[src/rtl/fd_pulse_delay_array.sv]
// Multi-channel programmable pulse delay generator with optional LFSR jitter.
// Each channel timestamps rising edges and replays them in order after a delay.
module fd_pulse_delay_array #(
    parameter int unsigned g_NUM_CHANNELS = 4,
    parameter int unsigned g_DELAY_WIDTH  = 16,
    parameter int unsigned g_FIFO_DEPTH   = 8,
    parameter int unsigned g_JITTER_BITS  = 3,
    parameter logic [15:0] g_LFSR_SEED    = 16'hACE1
) (
    input  logic                                    clk_i,
    input  logic                                    rst_i,
    input  logic [g_NUM_CHANNELS-1:0]               pulse_i,
    input  logic [g_NUM_CHANNELS-1:0]               enable_i,
    input  logic [g_NUM_CHANNELS*g_DELAY_WIDTH-1:0] delay_i,
    input  logic [g_NUM_CHANNELS-1:0]               jitter_en_i,
    input  logic [g_NUM_CHANNELS-1:0]               overflow_clr_i,
    output logic [g_NUM_CHANNELS-1:0]               pulse_o,
    output logic [g_NUM_CHANNELS-1:0]               busy_o,
    output logic [g_NUM_CHANNELS-1:0]               overflow_o
);
    localparam int N  = g_NUM_CHANNELS;
    localparam int W  = g_DELAY_WIDTH;
    localparam int J  = g_JITTER_BITS;
    localparam int TW = W + 1;
    localparam int AW = $clog2(g_FIFO_DEPTH);
    localparam int CW = AW + 1;

    typedef logic [TW-1:0] ts_t;

    localparam ts_t           HALF     = ts_t'(1) << W;
    localparam logic [CW-1:0] CNT_FULL = CW'(g_FIFO_DEPTH);

    ts_t          tc_q, tc_d;
    logic [15:0]  lfsr_q, lfsr_d;
    logic [N-1:0] pulse_prev_q, pulse_prev_d;

    always_comb begin
        tc_d         = tc_q + ts_t'(1);
        lfsr_d       = {lfsr_q[14:0],
                        lfsr_q[15] ^ lfsr_q[13] ^ lfsr_q[12] ^ lfsr_q[10]};
        pulse_prev_d = pulse_i;
    end

    always_ff @(posedge clk_i or posedge rst_i) begin
        if (rst_i) begin
            tc_q         <= '0;
            lfsr_q       <= g_LFSR_SEED;
            pulse_prev_q <= '0;
        end else begin
            tc_q         <= tc_d;
            lfsr_q       <= lfsr_d;
            pulse_prev_q <= pulse_prev_d;
        end
    end

    for (genvar k = 0; k < N; k++) begin : g_ch
        ts_t           mem_q [g_FIFO_DEPTH];
        ts_t           mem_d [g_FIFO_DEPTH];
        logic [AW-1:0] wr_q, wr_d, rd_q, rd_d;
        logic [CW-1:0] cnt_q, cnt_d;
        logic          pls_q, pls_d, busy_q, busy_d, ovf_q, ovf_d;
        logic [J-1:0]  jit;
        ts_t           due;
        logic          ev, full, rel, push, drop;

        always_comb begin
            jit  = J'({lfsr_q, lfsr_q} >> k);
            // Stored stamp is the pop cycle; the output register adds one more.
            due  = tc_q + ts_t'(delay_i[k*W +: W]) + ts_t'(2);
            if (jitter_en_i[k]) due = due + ts_t'(jit);
            ev   = pulse_i[k] & ~pulse_prev_q[k];
            full = (cnt_q == CNT_FULL);
            rel  = enable_i[k] && (cnt_q != '0)
                   && ((tc_q - mem_q[rd_q]) < HALF);
            push = enable_i[k] && ev && (!full || rel);
            drop = enable_i[k] && ev && full && !rel;

            mem_d = mem_q;
            wr_d  = wr_q;
            rd_d  = rd_q;
            cnt_d = cnt_q;
            if (push) begin
                mem_d[wr_q] = due;
                wr_d        = wr_q + AW'(1);
            end
            if (rel) rd_d = rd_q + AW'(1);
            if (push && !rel) cnt_d = cnt_q + CW'(1);
            else if (rel && !push) cnt_d = cnt_q - CW'(1);
            if (!enable_i[k]) begin
                wr_d  = '0;
                rd_d  = '0;
                cnt_d = '0;
            end

            pls_d  = rel;
            busy_d = rel || (cnt_d != '0);
            ovf_d  = drop || (ovf_q && !overflow_clr_i[k]);
        end

        always_ff @(posedge clk_i or posedge rst_i) begin
            if (rst_i) begin
                mem_q  <= '{default: '0};
                wr_q   <= '0;
                rd_q   <= '0;
                cnt_q  <= '0;
                pls_q  <= 1'b0;
                busy_q <= 1'b0;
                ovf_q  <= 1'b0;
            end else begin
                mem_q  <= mem_d;
                wr_q   <= wr_d;
                rd_q   <= rd_d;
                cnt_q  <= cnt_d;
                pls_q  <= pls_d;
                busy_q <= busy_d;
                ovf_q  <= ovf_d;
            end
        end

        assign pulse_o[k]    = pls_q;
        assign busy_o[k]     = busy_q;
        assign overflow_o[k] = ovf_q;
    end
endmodule

[config.mk]
export PLATFORM = sky130hd
export DESIGN_NAME = fd_pulse_delay_array
export DESIGN_NICKNAME = d
export VERILOG_FILES = /design/src/rtl/fd_pulse_delay_array.sv
export SDC_FILE = /design/constraint.sdc
export NUM_CORES = 2
export LEC_CHECK = 0
export BUFFER_PORTS_ARGS = -buffer_cell sky130_fd_sc_hd__buf_2
export CORE_MARGIN = 5
export CORE_UTILIZATION = 60
export DETAILED_ROUTE_END_ITERATION = 16
export PLACE_DENSITY = 0.82
export SLEW_MARGIN = 20
export SYNTH_ARGS = -nofsm -noshare
export SYNTH_HDL_FRONTEND = slang
export SYNTH_SLANG_ARGS = --single-unit
[constraint.sdc]
create_clock -name clk_i -period 20.4 [get_ports clk_i]
set_input_delay 1.02 -clock clk_i [delete_from_list [all_inputs] [get_ports clk_i]]
set_output_delay 1.02 -clock clk_i [all_outputs]
set_load 0.05 [all_outputs]
==> summary.txt <==
Drt
  • Via/cell ratio: about 6.4
  • Post-route DRC violation count: 0
  • Post-Route WL: roughly 90 mm
  • Wire length per cell: between 20 and 25 um
  • DRT Pass-1 Iters: 6
  • Number of nets with antenna violations after detailed routing: 0
  • Vias: roughly 26k
  • Initial DRC count: between 2k and 2.5k

Global route
  • Total grt overflow: 0
  • Maximum number of pins on one net before global-route repair: ~210
  • Global-route wire length before repair: around 140 mm
  • Initial antenna violation count: 6
  • GRT Total Usage: between 20% and 30%
  • Vias in the first global route: 27.2k

Power
  • PwrDens: around 79 nW/um^2
  • Pint: 0.00226 W
  • Clock power frac: about two fifths
  • Flop pwr share: a little under half
  • Design Power: 0.00306 W
  • Combinational cell fraction of total power: 13.3%
  • Peak VDD IR: about 0.057 mV
  • Switching share of total power: a little over a quarter
  • Net Switching: around 0.00080 W
  • Lkg Pwr: 17.8 nW

Synth
  • Sequential-to-total area share from yosys stat: ~45%
  • Prevailing post-synth register cell: dfrtp_1
  • Cell count after synthesis: approximately 3.2k
  • Post-synth ARST share: 100%
  • Warnings from Yosys: 0
  • Synth unique cells: between 90 and 100
  • Post-Synthesis Net Count: between 3k and 4k
  • Syn Std Cell Area: ~35000 um^2
  • Yosys reg bits: roughly 630
  • Syn avg cell area: between 10 and 15 um^2
  • Post-synth EDFFs: 0

Die
  • Num ports: 94
  • Die ar.: 63800 um^2
  • Die width: roughly 250 um
  • Core outline area: 58700 um^2
  • Vert. Die Dim: 253 um
  • Initial core utilization: 60.2%
  • Row count: 89

Clock tree
  • Clock buffer depth: 3
  • CTS Buf Count: 68
  • H-tree depth: 3
  • CTS resizes: 0
  • Hold_buf cts: 0
  • CTS sink count: between 600 and 700
  • CTS clk-pin slew, worst paths: around 0.060 ns
  • CTS tree: done
  • Post-CTS Repair Setup Buffers: 0
  • Skew-Pair Late Insertion Delay: about 0.60 ns
  • Root Buffer: clkbuf_16

Critical path
  • Arr. time, crit path: roughly 6.4 ns
  • CP Capture Type: register
  • Critical path required time: 20.87 ns
  • CP startpoint kind: register
  • Max Fanout on Critical Path: 20
  • Critical path type: reg -> reg

STA
  • Clock Skew: slightly below 0.02 ns
  • Final setup vio count: 0
  • Final max-slew violation count: 0
  • Final Hold Vio Count: 0
  • Worst-Margin Slew: between 1 and 1.5 ns
  • Unrepaired setup endpoints after global routing: no
  • Fmax: 170 MHz
  • Min Tclk post-route: 5.88 ns
  • Relative slew slack: around a quarter
  • Final Cycle Share: 28.8%
  • Final setup TNS: 0 ns

Hold path
  • Worst hold path class: reg -> reg

Placement
  • PortBufs: 93
  • GPL Wtd Cong: 0.925
  • Placed cell count: between 3k and 4k
  • Dpl hpwl: around 58 mm

Cells and area
  • Share of post-route cells with drive strength above 1: 19.0%
  • Commonest non-fill, non-tap cell in the layout: dfrtp_1
  • Most frequent cells in the layout: dfrtp_1, nand2_1, o21ai_0
  • Final nets: approximately 3.5k
  • Layout Utilization: approximately 66%
  • Layout area overhead: 9.38%
  • Non-Filler Instances: around 4.0k

Run
  • Max Cap Viol: 0

Status
  • Status: complete, no violations
-- logic make-up (layout without fill, tap and decap cells) --
group           after synthesis  in the layout  synth area share, %
compound gates              649            649                 11.0
xor+xnor                    144            144                 3.61
fa+ha+maj                   221            221                 8.00
buf+inv                     248            342                 3.33
flops                       633            633                 44.9
mux                         445            445                 18.4
other cells                   0              3                    0
simple gates                818            818                 10.8
-- cell type report --
cell class                 count  area [um^2]
multi-input combinational   2277        18400
clock buffer                 100         2050
inverter                      77          297
tap                          773          967
antenna                        3         7.51
sequential                   633        15900
timing repair buffer         144          892
clock inverter                21          199
fill                        4035        20100
-- per-stage QoR --
stage | hold slack (ns) | setup WS (ns) | area (um^2)
detailed placement | 0.340 | 14.66 | 36300
global placement | 0.335 | 14.81 | 36300
floorplan | 0.331 | 1.66 | 35300
global route | 0.346 | 14.14 | 38600
CTS | 0.349 | 14.51 | 38600
finish | 0.352 | 14.52 | 38600
-- power by group through the flow --
stage	clock [W]	combinational [W]	sequential [W]
after floorplan	0	0.000305	0.00141
after global placement	0	0.000372	0.00142
after detailed placement	0	0.000398	0.00143
after CTS	0.00125	0.000404	0.00141
after global routing	0.00131	0.000454	0.00142
final	0.00124	0.000406	0.00141
-- worst max-delay path, cell delays in order (launching register included) --
cell       delay, ns
dfrtp_2         0.73
buf_4           0.46
mux4_2          0.58
mux2i_1         0.17
ha_1            0.17
nand2_1         0.07
a2111oi_0       0.40
nor2_1          0.12
o41ai_2         0.49
xor2_1          0.18
a21oi_2         0.66
nor4bb_4        1.03
buf_4           0.34
mux2_1          0.35
-- flip-flops by register name, indices dropped and copies added, names as in the netlist --
| name | count |
|---|---|
| g_ch.mem_q | 544 |
| tc_q | 17 |
| g_ch.cnt_q | 16 |
| lfsr_q | 16 |
| g_ch.rd_q | 12 |
| g_ch.wr_q | 12 |
| g_ch.busy_q | 4 |
| g_ch.ovf_q | 4 |
| g_ch.pls_q | 4 |
| pulse_prev_q | 4 |
-- worst paths after layout --
path                       cells after the start           endpoint             from  slack (ns)
max reg2reg                                   13  g_ch[3].mem_q[87]  g_ch[3].rd_q[0]       14.52
min reg2reg                                    0         lfsr_q[15]       lfsr_q[14]        0.35
max                                           13  g_ch[3].mem_q[87]  g_ch[3].rd_q[0]       14.52
min                                            0         lfsr_q[15]       lfsr_q[14]        0.35
min in group asynchronous                      2    g_ch[2].rd_q[2]            rst_i        0.56
max in group asynchronous                      6  g_ch[3].mem_q[28]            rst_i       16.67
-- metal layers --
layer | wire [um] | GRT usage [%] | vias to the layer above | part of all wire (%)
met4 | 4110 | 13.5 | 6 | 4.6
li1 | - | - | 11500 | -
met3 | 6960 | 5.40 | 248 | 7.8
met1 | 34700 | 36.3 | 13100 | 39
met2 | 43200 | 45.9 | 1060 | 49
met5 | 46 | 0 | - | 0.052
-- synth_stat cells, types with 55 or more instances --
cell type / n / share of area (%)
clkbuf_1: 83 / 0.88
mux2i_1: 116 / 3.3
dfrtp_1: 625 / 44
ha_1: 213 / 7.5
mux2_2: 150 / 4.8
o21ai_0: 324 / 4.6
nor2_1: 162 / 1.7
nand3_1: 55 / 0.78
inv_1: 75 / 0.80
nand2_1: 399 / 4.2
mux4_2: 135 / 8.6
xnor2_1: 81 / 2.0
xor2_1: 61 / 1.5
a21oi_1: 130 / 1.8
Note: power is estimated with default switching activity, not from simulation.
